### src/rtl/bus_transfer_scheduler.sv
// rtl/bus_transfer_scheduler.sv - round-robin arbiter and transfer sequencer for the common bus
// Grants one requester at a time, drives bus selects, settles, pulses load, then acknowledges.
module bus_transfer_scheduler #(
   parameter int unsigned SETTLE = 1
) (
   input  logic       clk,
   input  logic       clr,
   input  logic [3:0] req,
   input  logic [7:0] dst,
   output logic       s0,
   output logic       s1,
   output logic [3:0] grant,
   output logic [3:0] ld,
   output logic [3:0] ack,
   output logic       busy
);

   typedef enum logic [1:0] {IDLE, DRIVE, LOAD, ACK} state_t;

   localparam logic [3:0] CNT_INIT = 4'(SETTLE - 1);

   state_t     state, state_nx;
   logic [3:0] cnt, cnt_nx;
   logic [1:0] src, src_nx;
   logic [1:0] dsel, dsel_nx;
   logic [1:0] ptr, ptr_nx;
   logic [1:0] sel, sel_nx;
   logic [1:0] arb_idx;
   logic [1:0] win;
   logic       win_vld;
   logic [3:0] grant_nx, ld_nx, ack_nx;
   logic       busy_nx;

   // Scan from the farthest offset down so the nearest set bit above ptr wins.
   always_comb begin
      win     = '0;
      win_vld = 1'b0;
      arb_idx = '0;
      for (int i = 3; i >= 0; i--) begin
         arb_idx = ptr + 2'(i);
         if (req[arb_idx]) begin
            win     = arb_idx;
            win_vld = 1'b1;
         end
      end
   end

   always_comb begin
      state_nx = state;
      cnt_nx   = cnt;
      src_nx   = src;
      dsel_nx  = dsel;
      ptr_nx   = ptr;
      sel_nx   = sel;
      case (state)
         IDLE: begin
            if (win_vld) begin
               src_nx   = win;
               dsel_nx  = dst[int'(win) * 2 +: 2];
               sel_nx   = win;
               cnt_nx   = CNT_INIT;
               state_nx = DRIVE;
            end
         end
         DRIVE: begin
            if (cnt == 4'd0) state_nx = LOAD;
            else             cnt_nx   = cnt - 4'd1;
         end
         LOAD: state_nx = ACK;
         ACK: begin
            ptr_nx   = src + 2'd1;
            state_nx = IDLE;
         end
         default: state_nx = IDLE;
      endcase

      // Outputs are registered, so they are computed from the upcoming state.
      grant_nx = '0;
      ld_nx    = '0;
      ack_nx   = '0;
      if (state_nx == DRIVE || state_nx == LOAD) grant_nx = 4'b0001 << src_nx;
      if (state_nx == LOAD)                      ld_nx    = 4'b0001 << dsel_nx;
      if (state_nx == ACK)                       ack_nx   = 4'b0001 << src_nx;
      busy_nx = (state_nx != IDLE);
   end

   always_ff @(posedge clk) begin
      if (clr) begin
         state <= IDLE;
         cnt   <= '0;
         src   <= '0;
         dsel  <= '0;
         ptr   <= '0;
         sel   <= '0;
         grant <= '0;
         ld    <= '0;
         ack   <= '0;
         busy  <= 1'b0;
      end else begin
         state <= state_nx;
         cnt   <= cnt_nx;
         src   <= src_nx;
         dsel  <= dsel_nx;
         ptr   <= ptr_nx;
         sel   <= sel_nx;
         grant <= grant_nx;
         ld    <= ld_nx;
         ack   <= ack_nx;
         busy  <= busy_nx;
      end
   end

   assign s1 = sel[1];
   assign s0 = sel[0];

endmodule

### config.mk
export PLATFORM = sky130hd
export DESIGN_NAME = bus_transfer_scheduler
export DESIGN_NICKNAME = d
export VERILOG_FILES = /design/src/rtl/bus_transfer_scheduler.sv
export SDC_FILE = /design/constraint.sdc
export NUM_CORES = 1
export LEC_CHECK = 0
export CORE_MARGIN = 2
export CORE_UTILIZATION = 48
export CTS_BUF_LIST = sky130_fd_sc_hd__clkbuf_8 sky130_fd_sc_hd__clkbuf_16
export CTS_CLUSTER_SIZE = 30
export DETAILED_ROUTE_END_ITERATION = 10
export PLACE_DENSITY_LB_ADDON = 0.08
export SYNTH_ARGS = -nofsm -noshare
export SYNTH_HDL_FRONTEND = slang
export SYNTH_SLANG_ARGS = --single-unit
### constraint.sdc
create_clock -name clk -period 2.7 [get_ports clk]
set_clock_uncertainty 0.15 [all_clocks]
set_input_delay 0.27 -clock clk [delete_from_list [all_inputs] [get_ports clk]]
set_output_delay 0.27 -clock clk [all_outputs]
set_load 0.005 [all_outputs]
==> impl_metrics.py, run 1 <==
metrics = {
    "run_status": {
        "status": "complete, no violations",
    },
    "min_path": {
        "hold_path.startpoint": "sel[1]",
        "min_to": "sel[1]",
        "worstHoldPathCells": 2,
        "hp-class": "reg2reg",
    },
    "detailed_routing": {
        "wl_met2_um": 1110,
        "antenna_violating_nets_post_route": 0,
        "wl_per_cell_um": 12.4,
        "drt_iter0_markers": 23,
        "m1WireLength_um": 990,
        "drc": 0,
        "highest_layer": "met4",
        "viasPerCell": 5.27,
        "drt-total-wl_um": 2300,
        "vias": 980,
        "wl_met3_um": 148,
        "firstDrtPassIters": 4,
    },
    "global_routing": {
        "grt_max_degree": 16,
        "grt_pass1_wl_um": 3960,
        "grt_antenna_before_repair": 0,
        "gr-total-overflow": 0,
        "track_usage": 0.191,
        "first_global_vias": 891,
    },
    "setup_path": {
        "rr_endpoint": "grant[3]",
        "cp_max_fo": 5,
        "required_ps": 2770,
        "ff2ff_path_depth": 8,
        "r2r-start": "cnt[0]",
        "r2r_slack_ps": 420,
        "start_kind": "input port",
        "arrival_ps": 2410,
        "endpoint_kind": "flop",
        "crit_type": "in2reg",
    },
    "sta": {
        "final_hold_viol_count": 0,
        "rsz0062_at_grt": "false",
        "fin_setup_tns_ps": 0,
        "worst_pin_slew_ps": 457,
        "slew-limit-headroom": 0.695,
        "layout_min_cycle_time_ps": 2350,
        "period_share": 0.870,
        "setup_viol": 0,
        "slew_viol_final": 0,
        "max_freq_mhz": 426,
    },
    "place": {
        "dpl.hpwl_um": 1750,
        "dp_cells": 182,
        "portBuffers": 28,
        "place_area_um2": 1520,
        "place.gp.congestion": 0.739,
    },
    "cts": {
        "cts.htree.levels": 1,
        "cts_tree": "built",
        "cts_made_buffers": 3,
        "postCtsResizedCells": 0,
        "root_buffer": "clkbuf_8",
        "clock-sinks": 27,
        "post_cts_buffers": 0,
        "path_clk_slew_ps": 90,
        "clk_latency_ps": 270,
        "clockBufferDepth": 2,
        "cts_hold_repair.buffers": 0,
    },
    "layout": {
        "final_area_um2": 1570,
        "fin_cells": 186,
        "layout-drive-gt1-share": 0.128,
        "syn_to_final_growth_pct": 32.0,
        "antenna_cells": 0,
        "finalCoreUtilization": 0.650,
        "nets": 175,
    },
    "floorplanning": {
        "rows": 18,
        "dieArea_um2": 2880,
        "dieHeight_um": 53.7,
        "io_pins": 29,
        "core_area_um2": 2410,
        "initial_utilization": 0.492,
        "die_x_um": 53.7,
    },
    "power_and_ir_drop": {
        "ir_worst_vdd_mv": 0.539,
        "power_density_nw_per_um2": 919,
        "power_frac_clock": 0.155,
        "switching_power_uw": 533,
        "switching_share": 0.371,
        "p_leak_nw": 0.591,
        "p_int_uw": 905,
        "finalPower_mw": 1.44,
        "p_comb_frac": 0.453,
        "p_seq_frac": 0.393,
    },
    "synthesis": {
        "yosysWarnings": 0,
        "synthTopCellsByArea": "dfxtp_1 (46%), nor2_1 (5.7%), a21oi_1 (4.2%)",
        "synth_fp_nets": 142,
        "synthCells": 124,
        "async_flop_share": 0,
        "avgSynthCellArea_um2": 9.57,
        "synth_edf_count": 0,
        "ys_seq_area_frac": 0.456,
        "synthTopCellsByCount": "dfxtp_1 (27), nor2_1 (18), a21oi_1 (10)",
        "synth_top_area_share": 0.456,
        "synth.distinct_cells": 38,
        "synth-main-ff-cell": "dfxtp_1",
        "synth_top_cell_by_area": "dfxtp_1",
        "yosysMostFrequentCell": "dfxtp_1",
        "syn_area_um2": 1190,
        "ys_ff_latch": 27,
    },
    "run": {
        "cap_violations": 0,
    },
}
[logic make-up after synthesis]
logic type | count (synthesis) | share of synthesized area
simple gates | 53 | 0.258
flops | 27 | 0.456
compound gates | 23 | 0.151
buf+inv | 10 | 0.0316
mux | 4 | 0.0390
fa+ha+maj | 4 | 0.0422
xor+xnor | 3 | 0.0222
[sequential cells by signal (all words and copies together), names as in the netlist]
register  flops
busy          1
dsel          2
ack           4
grant         4
src           2
cnt           4
sel           2
state         2
ld            4
ptr           2
[power by group through the flow]
stage	sequential (mW)	clock (mW)	combinational, mW
2_1_floorplan	0.542	0	0.486
3_3_place_gp	0.569	0	0.637
3_5_place_dp	0.573	0	0.650
4_1_cts	0.566	0.232	0.657
5_1_grt	0.580	0.251	0.745
6_report	0.565	0.223	0.651
[through the flow]
stage               setup WS, ps  hold WS [ps]
floorplan                    558           294
global placement             103           305
detailed placement          74.9           312
CTS                          368           324
global route                 190           363
finish                       352           320
[final cells by class]
cell class	instances	area, µm²
timing repair buffer	32	310
tap	30	37.5
multi-input combinational	87	608
clock inverter	1	5.00
inverter	6	22.5
clock buffer	3	41.3
fill	202	845
sequential	27	541
[cells in the final DEF, fill, tap and decap left out, types with 2 or more instances in the layout]
master,count
a21boi_0,2
clkdlybuf4s50_1,28
nor2_1,18
nor3b_1,4
dfxtp_1,27
nor3_1,7
a311oi_1,2
clkbuf_8,3
o21ai_0,2
buf_4,4
nand2_1,6
inv_1,6
nand2b_1,3
nor4b_1,2
xnor2_1,3
mux2i_1,2
a21oi_1,10
nor2b_1,2
ha_1,4
[worst max path at each step]
stage	startpoint	to	slack, ps	depth (start not counted)
global route	req[2]	grant[3]	190	7
finish	req[2]	grant[3]	350	7
global placement	req[2]	grant[3]	100	7
detailed placement	req[2]	ld[2]	70	6
CTS	req[2]	grant[3]	370	7
floorplan	req[2]	grant[3]	560	5
[per-layer routing]
layer | GRT usage | up-vias
li1 | - | 499
met1 | 0.234 | 452
met2 | 0.317 | 24
met3 | 0.0333 | 5
met4 | 0.103 | 0
met5 | 0 | -
[worst max-delay path, cell delays in order]
cell	delay, ps
clkdlybuf4s50_1	480
or4_4	580
o31ai_1	210
buf_4	160
ha_1	240
or3_1	380
nor2_1	90
(Power assumes the default switching activity.)
==> run 2: changes to the inputs <==
--- a/config.mk
+++ b/config.mk
@@ -5,12 +5,12 @@
 export SDC_FILE = /design/constraint.sdc
 export NUM_CORES = 1
 export LEC_CHECK = 0
-export CORE_MARGIN = 2
+export CORE_MARGIN = 3
 export CORE_UTILIZATION = 48
 export CTS_BUF_LIST = sky130_fd_sc_hd__clkbuf_8 sky130_fd_sc_hd__clkbuf_16
 export CTS_CLUSTER_SIZE = 30
 export DETAILED_ROUTE_END_ITERATION = 10
-export PLACE_DENSITY_LB_ADDON = 0.08
+export PLACE_DENSITY = 0.84
 export SYNTH_ARGS = -nofsm -noshare
 export SYNTH_HDL_FRONTEND = slang
 export SYNTH_SLANG_ARGS = --single-unit
==> constraint.sdc (replaced) <==
create_clock -name clk -period 2.34 [get_ports clk]
set_clock_uncertainty 0.15 [all_clocks]
set_input_delay 0.234 -clock clk [delete_from_list [all_inputs] [get_ports clk]]
set_output_delay 0.234 -clock clk [all_outputs]
set_load 0.005 [all_outputs]
==> run 2 against run 1 <==
Hold slack improved by 5.9 ps. Sequential share of layout area decreased by 2.1 points. Clock power increased by 17%. Cell count increased by 4.3%. Core utilization increased by 8.4 points. Die area increased by 7.6%. Critical path type unchanged.
==> impl_metrics.py, run 2 (synthesis gave the netlist of run 1 again) <==
metrics = {
    "global_routing": {
        "grt_antenna_before_repair": 0,
        "gr-total-overflow": 0,
        "grt_max_degree": 16,
        "first_global_vias": 1078,
        "grt_pass1_wl_um": 4770,
        "track_usage": 0.190,
    },
    "cts": {
        "cts_made_buffers": 3,
        "cts.htree.levels": 1,
        "root_buffer": "clkbuf_8",
        "path_clk_slew_ps": 90,
        "cts_tree": "built",
        "clk_latency_ps": 270,
        "clock-sinks": 27,
        "clockBufferDepth": 2,
        "cts_hold_repair.buffers": 0,
    },
    "power_and_ir_drop": {
        "switching_power_uw": 697,
        "p_seq_frac": 0.361,
        "finalPower_mw": 1.85,
        "power_frac_clock": 0.142,
        "p_leak_nw": 0.659,
        "p_comb_frac": 0.497,
        "switching_share": 0.378,
        "power_density_nw_per_um2": 1110,
        "p_int_mw": 1.15,
        "ir_worst_vdd_mv": 0.857,
    },
    "detailed_routing": {
        "wl_per_cell_um": 14.5,
        "firstDrtPassIters": 4,
        "viasPerCell": 5.29,
        "drc": 0,
        "vias": 1027,
        "drt-total-wl_um": 2810,
        "drt_iter0_markers": 38,
        "antenna_violating_nets_post_route": 0,
    },
    "sta": {
        "holdWs_ps": 326,
        "setup_viol": 0,
        "rsz0062_at_grt": "true",
        "slew-limit-headroom": 0.672,
        "period_share": 0.948,
        "slew_viol_final": 0,
        "worst_pin_slew_ps": 488,
        "final_hold_viol_count": 0,
        "layout_min_cycle_time_ps": 2220,
        "max_freq_mhz": 451,
        "final.setup.worst_slack_ps": 121,
    },
    "setup_path": {
        "start_kind": "input port",
        "arrival_ps": 2210,
        "critical_path.top_delay_family": "buffers and inverters",
        "crit_chain": "clkdlybuf4s50_1 -> or3b_1 -> o221ai_1 -> buf_4 -> mux2i_1 -> nor3_1 -> a221oi_2 -> buf_4 -> nor2_1",
        "slowest_stage": "clkdlybuf4s50_1",
        "required_ps": 2330,
        "endpoint_kind": "flop",
        "cp_max_fo": 5,
        "crit_type": "in2reg",
        "critPathBufInv": 3,
        "max_stage_delay_ps": 470,
        "crit_path_frequent_cell": "buf_4",
    },
    "floorplanning": {
        "die_x_um": 55.7,
        "rows": 17,
        "initial_utilization": 0.521,
        "core_area_um2": 2280,
        "dieHeight_um": 55.7,
        "dieArea_um2": 3100,
        "io_pins": 29,
    },
    "layout": {
        "syn_to_final_growth_pct": 40.7,
        "n_fill_cell": 167,
        "antenna_cells": 0,
        "nets": 185,
        "fin_cells": 194,
        "layout-drive-gt1-share": 0.199,
        "final_cell_mix": "dfxtp_1 (27), clkdlybuf4s50_1 (27), nor2_1 (18), buf_4 (14), a21oi_1 (10)",
        "finalCoreUtilization": 0.733,
    },
    "place": {
        "dp_cells": 187,
        "dpl.hpwl_um": 2110,
        "portBuffers": 28,
        "place.gp.congestion": 0.773,
        "dp_slack_ps": -306,
    },
    "run": {
        "cap_violations": 0,
    },
    "min_path": {
        "hp-class": "reg2reg",
    },
    "run_status": {
        "status": "complete, no violations",
    },
}
run 2: cell types whose count changed in the layout (fill, tap and decap cells not counted), sizes merged:
| cell | delta |
|---|---|
| buf | +10 |
| clkdlybuf4s50 | -1 |
| dlymetal6s2s | +1 |
run 2: power groups by stage:
| stage | combinational, mW | clock, mW | sequential [mW] |
|---|---|---|---|
| after floorplan | 0.560 | 0 | 0.625 |
| after global placement | 0.787 | 0 | 0.654 |
| after detailed placement | 0.829 | 0 | 0.660 |
| after CTS | 0.850 | 0.261 | 0.654 |
| after global routing | 1.02 | 0.292 | 0.678 |
| final | 0.917 | 0.261 | 0.667 |
run 2: layout make-up:
cell class / instances / area [µm²] / share of cell area
Sequential cell: 27 / 541 / 0.324
Inverter: 6 / 22.5 / 0.0135
Clock inverter: 1 / 5.00 / 0.00300
Multi-Input combinational cell: 87 / 637 / 0.382
Clock buffer: 3 / 41.3 / 0.0247
Tap cell: 28 / 35.0 / 0.0210
Timing Repair Buffer: 42 / 388 / 0.232
run 2: final timing paths:
path,startpoint,cells after the start,endpoint,slack [ps]
max,req[1],9,dsel[0],120
min,sel[1],2,sel[1],330
max reg2reg,ptr[1],8,dsel[0],170
min reg2reg,sel[1],2,sel[1],330
run 2: metrics by stage:
stage,cell area (µm²),TNS [ps]
after floorplan,1190,0
after global placement,1570,-958
after detailed placement,1570,-1880
after CTS,1630,0
after global routing,1670,-114
final,1670,0
run 2: tightest hold or removal path, delay by kind of cell (launching register included):
family | cells | cell delay [ps]
AOI/OAI and AO/OA | 1 | 60
DFF | 1 | 330
and+or+nand+nor | 1 | 50
run 2: routing by layer:
metal / GRT usage / part of all wire / vias up
met5: 0 / 0 / -
met4: 0.0833 / 0.014 / 0
met3: 0.0302 / 0.038 / 4
met2: 0.333 / 0.51 / 34
met1: 0.228 / 0.44 / 466
li1: - / - / 523
run 2: timing repair:
item,4_1_cts,5_1_grt
resized for setup,2,6
buffers inserted,0,3
setup endpoints to repair,2,5
pin swaps,0,0
cloned,0,0
==> run 3: changes to the inputs <==
--- a/config.mk
+++ b/config.mk
@@ -7,7 +7,6 @@
 export LEC_CHECK = 0
 export CORE_MARGIN = 3
 export CORE_UTILIZATION = 48
-export CTS_BUF_LIST = sky130_fd_sc_hd__clkbuf_8 sky130_fd_sc_hd__clkbuf_16
 export CTS_CLUSTER_SIZE = 30
 export DETAILED_ROUTE_END_ITERATION = 10
 export PLACE_DENSITY = 0.84
==> run 3 against run 2 <==
Sequential power down 2%. Largest cell class unchanged. Count of clock-buffer cells in the layout did not move. Total power shrank 6.4%. Wire length is 3.4% lower. Critical path depth is the same. Setup slack worse by 30 ps. Flip-flop and latch count unchanged. Maximum frequency down 1.3%. Sequential share of layout area increased by 0.95 points.
==> impl_metrics.py, run 3 (synthesis gave the netlist of run 1 again) <==
metrics = {
    "layout": {
        "fin_cells": 193,
        "nets": 184,
        "final_cell_mix": "clkdlybuf4s50_1 (28), dfxtp_1 (27), nor2_1 (18), buf_4 (13), a21oi_1 (10)",
        "n_fill_cell": 174,
        "final_area_um2": 1620,
        "final_common_cell": "clkdlybuf4s50_1",
        "syn_to_final_growth_pct": 36.7,
        "finalCoreUtilization": 0.712,
        "layout-drive-gt1-share": 0.188,
        "antenna_cells": 0,
    },
    "setup_path": {
        "crit_type": "in2reg",
        "cp_max_fo": 5,
        "r2r-start": "ptr[1]",
        "ff2ff_path_depth": 8,
        "arrival_ps": 2300,
        "cp-startpoint": "req[2]",
        "start_kind": "input port",
        "r2r_slack_ps": 150,
        "rr_endpoint": "dsel[0]",
        "endpoint_kind": "flop",
        "required_ps": 2400,
    },
    "run": {
        "cap_violations": 0,
    },
    "cts": {
        "cts_made_buffers": 3,
        "clockBufferDepth": 2,
        "clk_latency_ps": 330,
        "root_buffer": "clkbuf_4",
        "cts_tree": "built",
        "clock-sinks": 27,
        "cts.htree.levels": 1,
        "path_clk_slew_ps": 150,
        "cts_hold_repair.buffers": 0,
    },
    "power_and_ir_drop": {
        "ir_worst_vdd_mv": 0.798,
        "p_leak_nw": 0.631,
        "power_density_nw_per_um2": 1060,
    },
    "sta": {
        "rsz0062_at_grt": "false",
        "layout_min_cycle_time_ps": 2250,
        "slew_viol_final": 0,
        "fin_setup_tns_ps": 0,
        "worst_pin_slew_ps": 480,
        "setup_viol": 0,
        "slew-limit-headroom": 0.679,
        "period_share": 0.961,
        "max_freq_mhz": 445,
        "final_hold_viol_count": 0,
    },
    "floorplanning": {
        "die_x_um": 55.7,
        "initial_utilization": 0.521,
        "io_pins": 29,
        "dieArea_um2": 3100,
        "dieHeight_um": 55.7,
        "rows": 17,
        "core_area_um2": 2280,
    },
    "place": {
        "dp_cells": 187,
        "dpl.hpwl_um": 2110,
        "place_area_um2": 1570,
        "place.gp.congestion": 0.773,
        "portBuffers": 28,
    },
    "detailed_routing": {
        "drt-total-wl_um": 2720,
        "drc": 0,
        "viasPerCell": 5.38,
        "vias": 1038,
        "antenna_violating_nets_post_route": 0,
        "firstDrtPassIters": 4,
        "wl_per_cell_um": 14.1,
        "drt_iter0_markers": 27,
    },
    "global_routing": {
        "grt_pass1_wl_um": 4680,
        "grt_max_degree": 16,
        "gr-total-overflow": 0,
        "grt_antenna_before_repair": 0,
        "first_global_vias": 1069,
        "track_usage": 0.185,
    },
    "run_status": {
        "status": "complete, no violations",
    },
    "min_path": {
        "worstHoldPathCells": 2,
        "min_to": "sel[1]",
        "hp-class": "reg2reg",
        "hold_path.startpoint": "sel[1]",
    },
}
==> run 3: metrics by stage <==
stage                     hold slack [ps]  setup WS, ps  power, mW
after floorplan                       258           234       1.19
after global routing                  357          16.3       1.87
after global placement                305          -218       1.44
after CTS                             333          23.6       1.70
after detailed placement              314          -306       1.49
final                                 330          90.5       1.73
==> run 3: per-layer routing <==
metal / wire, µm / GRT usage
met1: 1140 / 0.226
met2: 1390 / 0.323
met3: 137 / 0.0232
met4: 48 / 0.0833
met5: 0 / 0
==> run 3: worst max path at each step <==
stage | endpoint | slack (ps) | cells past startpoint
after CTS | grant[1] | 20 | 6
after global routing | dsel[0] | 20 | 8
after floorplan | grant[3] | 230 | 5
after global placement | grant[3] | -220 | 6
after detailed placement | grant[3] | -310 | 6
final | dsel[0] | 90 | 9
==> run 3: timing repair <==
action                     in CTS  in global routing
gates cloned                    0                  0
setup endpoints to repair       2                  3
setup buffers                   0                  2
resized for setup               1                  2
pin swaps                       0                  0
==> run 3: final cells by class <==
cell class                      count  area (µm²)  area share
Clock buffer                        3        22.5      0.0139
Tap cell                           28        35.0      0.0216
Timing Repair Buffer               41         378       0.233
Multi-Input combinational cell     87         618       0.381
Sequential cell                    27         541       0.333
Clock inverter                      1        5.00     0.00309
Inverter                            6        22.5      0.0139
==> run 3: power by group <==
part	internal, mW	switching [mW]	leakage [nW]	total [mW]
registers	0.562	0.0942	0.220	0.656
clock network	0.0641	0.135	0.0177	0.199
logic	0.443	0.429	0.393	0.871
==> run 3: worst max-delay path, cell delays in order <==
cell,delay (ps)
clkdlybuf4s50_1,560
or3b_1,370
o221ai_1,120
buf_4,190
mux2i_1,200
nor3_1,80
a221oi_2,320
buf_4,180
nor2_1,40
